File: config.mk
export PLATFORM = sky130hd
export DESIGN_NAME = ball_engine
export DESIGN_NICKNAME = d
export VERILOG_FILES = /design/src/rtl/ball_engine.sv
export SDC_FILE = /design/constraint.sdc
export NUM_CORES = 1
export LEC_CHECK = 0
export CAP_MARGIN = 20
export CORE_ASPECT_RATIO = 0.75
export CORE_MARGIN = 1.5
export CORE_UTILIZATION = 33
export DETAILED_ROUTE_END_ITERATION = 6
export SLEW_MARGIN = 20
export SYNTH_ARGS = -nofsm -noshare
export SYNTH_HDL_FRONTEND = slang
export SYNTH_SLANG_ARGS = --single-unit
File: constraint.sdc
create_clock -name clk -period 4.9 [get_ports clk]
set_input_delay 0.98 -clock clk [delete_from_list [all_inputs] [get_ports clk]]
set_output_delay 0.98 -clock clk [all_outputs]
set_load 0.03 [all_outputs]
File: src/rtl/ball_engine.sv
// Ball position and rally state for the 32x32 playfield. Advances on vsync-derived
// frame strobes, bounces off the top and bottom rows and the paddles, and flags misses.
module ball_engine #(
    parameter int unsigned STEP_FRAMES  = 4,
    parameter int unsigned SERVE_FRAMES = 60,
    parameter int unsigned MISS_FRAMES  = 30,
    parameter bit          VSYNC_NEG    = 1'b1
) (
    input  logic        clk,
    input  logic        reset,
    input  logic        vsync,
    input  logic [31:0] lpaddle,
    input  logic [31:0] rpaddle,
    output logic [4:0]  ball_x,
    output logic [4:0]  ball_y,
    output logic        lscore,
    output logic        rscore,
    output logic        in_play,
    output logic [1:0]  state_o
);

    typedef enum logic [1:0] {
        ST_SERVE = 2'd0,
        ST_PLAY  = 2'd1,
        ST_MISS  = 2'd2
    } state_t;

    localparam logic [7:0] STEP_LAST  = 8'(STEP_FRAMES - 1);
    localparam logic [7:0] SERVE_LAST = 8'(SERVE_FRAMES - 1);
    localparam logic [7:0] MISS_LAST  = 8'(MISS_FRAMES - 1);
    localparam logic [4:0] CENTRE     = 5'd15;

    state_t      state_q;
    logic [7:0]  cnt_q;
    logic [4:0]  x_q;
    logic [4:0]  y_q;
    logic        dx_q;
    logic        dy_q;
    logic        vsync_q;
    logic        lscore_q;
    logic        rscore_q;
    logic        in_play_q;

    logic        strobe;
    logic [4:0]  x_d;
    logic [4:0]  y_d;
    logic        dx_d;
    logic        dy_d;
    logic        miss_l_d;
    logic        miss_r_d;

    // Frame strobe: registered vsync differs from the live level in the active direction.
    assign strobe = VSYNC_NEG ? (vsync_q & ~vsync) : (~vsync_q & vsync);

    // One ball step computed from the current registered position and direction.
    // The paddle test uses the post-bounce row so a corner hit behaves consistently.
    always_comb begin
        y_d      = y_q;
        dy_d     = dy_q;
        x_d      = x_q;
        dx_d     = dx_q;
        miss_l_d = 1'b0;
        miss_r_d = 1'b0;

        if (dy_q && (y_q == 5'd31)) begin
            dy_d = 1'b0;
            y_d  = 5'd30;
        end else if (!dy_q && (y_q == 5'd0)) begin
            dy_d = 1'b1;
            y_d  = 5'd1;
        end else if (dy_q) begin
            y_d = y_q + 5'd1;
        end else begin
            y_d = y_q - 5'd1;
        end

        if (dx_q && (x_q == 5'd30)) begin
            if (lpaddle[y_d]) begin
                dx_d = 1'b0;
                x_d  = 5'd29;
            end else begin
                x_d      = 5'd31;
                miss_r_d = 1'b1;
            end
        end else if (!dx_q && (x_q == 5'd1)) begin
            if (rpaddle[y_d]) begin
                dx_d = 1'b1;
                x_d  = 5'd2;
            end else begin
                x_d      = 5'd0;
                miss_l_d = 1'b1;
            end
        end else if (dx_q) begin
            x_d = x_q + 5'd1;
        end else begin
            x_d = x_q - 5'd1;
        end
    end

    always_ff @(posedge clk or posedge reset) begin
        if (reset) begin
            state_q   <= ST_SERVE;
            cnt_q     <= 8'd0;
            x_q       <= CENTRE;
            y_q       <= CENTRE;
            dx_q      <= 1'b1;
            dy_q      <= 1'b1;
            vsync_q   <= VSYNC_NEG;
            lscore_q  <= 1'b0;
            rscore_q  <= 1'b0;
            in_play_q <= 1'b0;
        end else begin
            vsync_q  <= vsync;
            lscore_q <= 1'b0;
            rscore_q <= 1'b0;
            if (strobe) begin
                case (state_q)
                    ST_SERVE: begin
                        x_q <= CENTRE;
                        y_q <= CENTRE;
                        if (cnt_q == SERVE_LAST) begin
                            cnt_q     <= 8'd0;
                            state_q   <= ST_PLAY;
                            in_play_q <= 1'b1;
                        end else begin
                            cnt_q <= cnt_q + 8'd1;
                        end
                    end
                    ST_PLAY: begin
                        if (cnt_q == STEP_LAST) begin
                            cnt_q <= 8'd0;
                            x_q   <= x_d;
                            y_q   <= y_d;
                            dx_q  <= dx_d;
                            dy_q  <= dy_d;
                            if (miss_l_d || miss_r_d) begin
                                state_q   <= ST_MISS;
                                in_play_q <= 1'b0;
                                lscore_q  <= miss_l_d;
                                rscore_q  <= miss_r_d;
                            end
                        end else begin
                            cnt_q <= cnt_q + 8'd1;
                        end
                    end
                    ST_MISS: begin
                        // dx is kept so the serve heads toward the player who missed.
                        if (cnt_q == MISS_LAST) begin
                            cnt_q   <= 8'd0;
                            state_q <= ST_SERVE;
                            x_q     <= CENTRE;
                            y_q     <= CENTRE;
                            dy_q    <= ~dy_q;
                        end else begin
                            cnt_q <= cnt_q + 8'd1;
                        end
                    end
                    default: begin
                        state_q   <= ST_SERVE;
                        cnt_q     <= 8'd0;
                        in_play_q <= 1'b0;
                    end
                endcase
            end
        end
    end

    assign ball_x  = x_q;
    assign ball_y  = y_q;
    assign lscore  = lscore_q;
    assign rscore  = rscore_q;
    assign in_play = in_play_q;
    assign state_o = state_q;

endmodule

==> summary.txt, run 1 <==
sequential share of the synthesized area -> 25.6%
dpl cells -> 472
Die Y-Extent -> 79.8 µm
first-pass GRT wire length -> 13000 µm
ys flop type -> dfrtp_1
crit path kind -> flop to flop
register area -> 664 µm²
post-route setup slack -> 1.50 ns
Fin Clk Skew -> 0.00370 ns
Peak VDD IR -> 0.0848 mV
max_cap viols -> 0
Initial Utilization -> 34.8%
max-slew violations -> 0
DRC -> 0
crit path DAT -> 3.57 ns
mapped cell area -> 0.00260 mm²
number of hold buffers added after cts -> 0
Required @ worst endpoint -> 5.07 ns
fin nets -> 453
Detailed Routing Iterations Pass 1 -> 4
DP HPWL -> 6360 µm
core area -> 0.00747 mm²
Critical Path Sink Type -> flop
post-cts resize count -> 0
R2R setup slack -> 1.50 ns
Avg Cell Area, Syn -> 8.51 µm²
GPL Wtd Cong -> 0.909
CTS root buffer -> clkbuf_8
Synth cell types -> 72
Total Power -> 517 µW
drt first-iter violations -> 160
Final Hold Viols -> 0
I/O Buffers -> 81
final WL -> 8080 µm
CTS HTree Levels -> 1
normalized max-slew margin -> 45.1%
synth warn -> 0
vias in the first global route -> 2435
initial antenna violation count -> 0
fin area -> 0.00351 mm²
worst skew pair latency -> 0.27 ns
aggregate global routing overflow -> 0
crit share post-route -> 69.4%
RSZ-0062 raised after global routing -> no
worst-margin pin slew -> 0.817 ns
pre-CTS setup slack -> 1.58 ns
Async SR Flop Fraction -> 100%
CP Launch Type -> flop
Synth Net Count -> 382
FP Rows -> 27
clk sinks -> 26
Layout Cells excl Fill -> 476
antenna cells -> 0
Reg clk slew, reported paths -> 0.09 ns
share of layout cells above drive strength 1 -> 11.2%
worst hold path type -> flop to flop
reg2reg path depth -> 10
status -> complete, no violations
Final Util -> 47.1%
min Tclk post-route -> 3.40 ns
largest net degree at the start of global routing -> 44
Power per Cell Area -> 147 mW/mm²
post-route ant nets -> 0
CTS tree -> built
worst hold path depth -> 1
Clock Path Buffers -> 2
Final Setup Violations -> 0
Multi-input gate area -> 0.00181 mm²
I/O pin count -> 82
vias per cell -> 5.54
gr usage total -> 19.2%
Routed WL per cell -> 17.0 µm
post-CTS setup buffer count -> 0
Post-synth EDFFs -> 0
filler cell count -> 742
Cell Area, Placed -> 0.00346 mm²
final hold slack -> 0.542 ns
Critical Path Fanout Max -> 10
DIE AREA -> 0.00841 mm²
die width -> 105 µm
highest clock rate -> 0.294 GHz
Synth Register Bits -> 26
Layout Area Growth over Synthesis -> 35.4%
CTS buffer count -> 3
Post-Synthesis Cells -> 305
static leakage -> 1.35 nW
vias -> 2637
Setup TNS -> 0 ns
[cell type report]
class	instances	share of cell area, %
Clock buffer	4	1.57
Inverter	7	0.748
Timing Repair Buffer	84	23.7
Multi-Input combinational cell	254	51.5
Tap cell	101	3.60
Sequential cell	26	18.9
[state kept, by name (all words and copies together) (netlist names)]
| signal | flops |
|---|---|
| cnt_q | 8 |
| ball_x | 5 |
| lscore | 1 |
| in_play | 1 |
| rscore | 1 |
| state_o | 2 |
| ball_y | 5 |
| dx_q | 1 |
| vsync_q | 1 |
| dy_q | 1 |
[synth_stat cells (all sizes together) (4+ instances only)]
cell type	number	area share (%)
a211oi	9	3.0
a21oi	19	3.8
and2	4	0.96
and3	6	1.4
buf	11	2.7
clkbuf	7	1.0
dfrtp	15	14
dfstp	11	11
ha	9	4.3
inv	6	0.87
mux2i	5	1.9
mux4	4	3.5
nand2	25	3.6
nand2b	8	1.9
nand3	6	1.2
nor2	26	4.0
nor2b	10	2.4
nor3	4	0.77
nor4	7	2.7
o211ai	4	1.2
o21a	6	1.7
o21ai	27	5.6
o22a	4	1.3
o22ai	5	1.4
o31ai	5	1.4
or3	4	0.96
xor2	4	1.3
[path summary, 6_finish.rpt]
| path | endpoint | start |
|---|---|---|
| min in group asynchronous | ball_x[4] | reset |
| worst min register to register | cnt_q[7] | cnt_q[7] |
| worst min-delay path | cnt_q[7] | cnt_q[7] |
| worst max register to register | in_play | dy_q |
| max in group asynchronous | ball_x[1] | reset |
| worst max-delay path | in_play | dy_q |
[placed cells by master, fill, tap and decap left out, types with 5 or more instances in the layout]
cell and count:
nor2b_1 10, clkdlybuf4s50_1 81, o21a_1 6, nand3_1 6
mux2i_1 5, o31ai_1 5, nand2b_1 8, o21ai_1 14
a21oi_1 18, o21ai_0 12, and3_1 6, nor2_1 23
dfstp_2 11, inv_1 5, dfrtp_1 15, ha_1 9
a211oi_1 7, nand2_1 25
[power by group]
part | internal [mW] | total, mW | leakage, nW | switching (mW)
sequential | 0.227 | 0.244 | 0.320 | 0.0173
clock | 0.0718 | 0.140 | 0.0288 | 0.0683
combinational | 0.0819 | 0.133 | 1.00 | 0.0514
[worst max-delay path, cell delays in order, from the launching register on]
cell and delay [ns]:
dfstp_2 0.61, inv_1 0.11, fa_1 0.52, clkinv_1 0.27, o21ai_1 0.37, and3_1 0.22, a211oi_1 0.05, nor4_1 0.41
o32ai_1 0.22, o311a_1 0.38, a2bb2oi_2 0.13
[metal layers]
metal | vias to the layer above | GRT usage (%) | wire [µm]
met1 | 1262 | 30.1 | 4200
met2 | 60 | 27.9 | 3510
met4 | 0 | 2.88 | 38
met3 | 2 | 2.37 | 335
li1 | 1313 | - | -
met5 | - | 0 | 0
[cells by family (layout without fill, tap and decap cells)]
group	after synthesis	after routing	share of synthesized area (%)
DFF	26	26	25.6
buffers and inverters	25	95	4.72
muxes	12	12	6.70
adders and majority gates	10	10	5.11
and+or+nand+nor	114	114	24.7
AOI/OAI and AO/OA	112	112	31.1
xor gates and xnor gates	6	6	2.02
Note: power is estimated with default switching activity, not from simulation.
==> inputs of run 2 (changes only) <==
==> constraint.sdc (replaced) <==
create_clock -name clk -period 3.15 [get_ports clk]
set_input_delay 0.63 -clock clk [delete_from_list [all_inputs] [get_ports clk]]
set_output_delay 0.63 -clock clk [all_outputs]
set_load 0.03 [all_outputs]
==> run 2 against run 1 <==
Count of clock-buffer cells in the layout decreased by 1. Flip-flop and latch count unchanged. Global-route usage increased by 0.25 points. Critical endpoint unchanged. Combinational power increased by 65%.
==> summary.txt, run 2 (synthesis gave the netlist of run 1 again) <==
die width -> 105 µm
core area -> 0.00747 mm²
highest clock rate -> 0.323 GHz
post-route ant nets -> 0
Routed WL per cell -> 16.7 µm
Layout Area Growth over Synthesis -> 47.7%
worst-margin pin slew -> 0.855 ns
Reg with most FFs -> cnt_q
worst skew pair latency -> 0.28 ns
vias -> 2738
antenna cells -> 0
CP Launch Point -> dy_q
FP Rows -> 27
gr usage total -> 19.4%
pre-CTS setup slack -> 0.107 ns
Initial Utilization -> 34.8%
crit path DAT -> 3.27 ns
CTS buffer count -> 3
number of hold buffers added after cts -> 0
Peak VDD IR -> 0.207 mV
first-pass GRT wire length -> 13100 µm
max-slew violations -> 0
vias in the first global route -> 2479
max reg flops -> 8
Final Hold Viols -> 0
normalized max-slew margin -> 43.0%
max_cap viols -> 0
DIE AREA -> 0.00841 mm²
post-route setup slack -> 0.0498 ns
DP HPWL -> 6600 µm
I/O Buffers -> 81
crit share post-route -> 98.4%
Required @ worst endpoint -> 3.32 ns
static leakage -> 1.51 nW
Reg2Reg Launch Point -> dy_q
Reg clk slew, reported paths -> 0.09 ns
most frequent cells in the layout -> clkdlybuf4s50_1 (81), nand2_1 (25), buf_4 (25)
initial antenna violation count -> 0
GPL Wtd Cong -> 0.944
CP endpoint -> in_play
CTS tree -> built
Clock Path Buffers -> 2
vias per cell -> 5.47
worst hold path type -> flop to flop
most common cell after layout, fill and taps aside -> clkdlybuf4s50_1
CTS root buffer -> clkbuf_8
Power per Cell Area -> 230 mW/mm²
filler cell count -> 686
status -> complete, no violations
clk sinks -> 26
largest net degree at the start of global routing -> 44
reg2reg path depth -> 11
Setup TNS -> 0 ns
Detailed Routing Iterations Pass 1 -> 4
drt first-iter violations -> 176
CP Launch Type -> flop
Critical Path Sink Type -> flop
R2R setup slack -> 0.05 ns
share of layout cells above drive strength 1 -> 19.5%
min Tclk post-route -> 3.10 ns
RSZ-0062 raised after global routing -> yes
Final Setup Violations -> 0
Fin Clk Skew -> 0.00787 ns
fin nets -> 478
Die Y-Extent -> 79.8 µm
Critical Path Fanout Max -> 4
I/O pin count -> 82
crit path kind -> flop to flop
CTS HTree Levels -> 1
final WL -> 8340 µm
DRC -> 0
aggregate global routing overflow -> 0
reg2reg end -> in_play
==> run 2: cell count changes in the layout (fill, tap and decap cells not counted), sizes merged <==
| cell | change |
|---|---|
| buf | +25 |
| bufinv | +1 |
| clkbuf | -1 |
==> run 2: final cells by class <==
class                           count  area (µm²)  area share [%]
Timing Repair Buffer              109        1040            27.2
Clock buffer                        3        41.3            1.08
Sequential cell                    26         664            17.3
Clock inverter                      1        30.0           0.783
Tap cell                          101         126            3.30
Multi-Input combinational cell    254        1900            49.7
Inverter                            7        26.3           0.685
==> run 2: what timing repair did <==
action,4_1_cts,5_1_grt
setup endpoints to repair,0,5
gates resized for setup,0,19
setup buffers,0,3
==> run 2: routing by layer <==
metal,GRT usage [%],share of wire [%],vias up,wire length (µm)
li1,-,-,1350,-
met1,29.6,50,1290,4170
met2,27.5,41,94,3440
met3,4.57,8.4,4,704
met4,3.29,0.37,0,31
met5,0,0,-,0
==> run 2: power by group <==
part	internal [mW]	total, mW	leakage, nW	switching (mW)
Combinational	0.135	0.219	1.16	0.0845
Sequential	0.353	0.380	0.320	0.0276
Clock	0.170	0.281	0.0357	0.111
Total	0.658	0.881	1.51	0.223
==> run 2: critical path, cell delays in order, from the launching register on <==
cell and delay (ns):
dfstp_2 0.54, inv_2 0.06, fa_2 0.37, buf_6 0.13, and3_4 0.17, o21a_1 0.17
or3_4 0.36, a32o_2 0.26, nor4_4 0.33, a211oi_4 0.10, o311a_1 0.36, a2bb2oi_2 0.13
==> run 2: stage by stage <==
stage	power, mW	hold WS (ns)	utilization [%]	std cells	area (µm²)
floorplan	0.481	0.473	-	305	2600
global placement	0.598	0.514	48.7	494	3640
CTS	0.882	0.536	49.7	498	3710
detailed placement	0.600	0.524	48.7	494	3640
finish	0.881	0.534	51.3	501	3830
global route	0.925	0.556	51.3	501	3830
==> run 2: worst min-delay path by stage <==
stage	from	end	slack, ns	cells past startpoint
detailed placement	cnt_q[7]	cnt_q[7]	0.52	1
finish	cnt_q[7]	cnt_q[7]	0.53	1
floorplan	cnt_q[7]	cnt_q[7]	0.47	1
global placement	cnt_q[7]	cnt_q[7]	0.51	1
CTS	cnt_q[7]	cnt_q[7]	0.54	1
global route	cnt_q[7]	cnt_q[7]	0.56	1
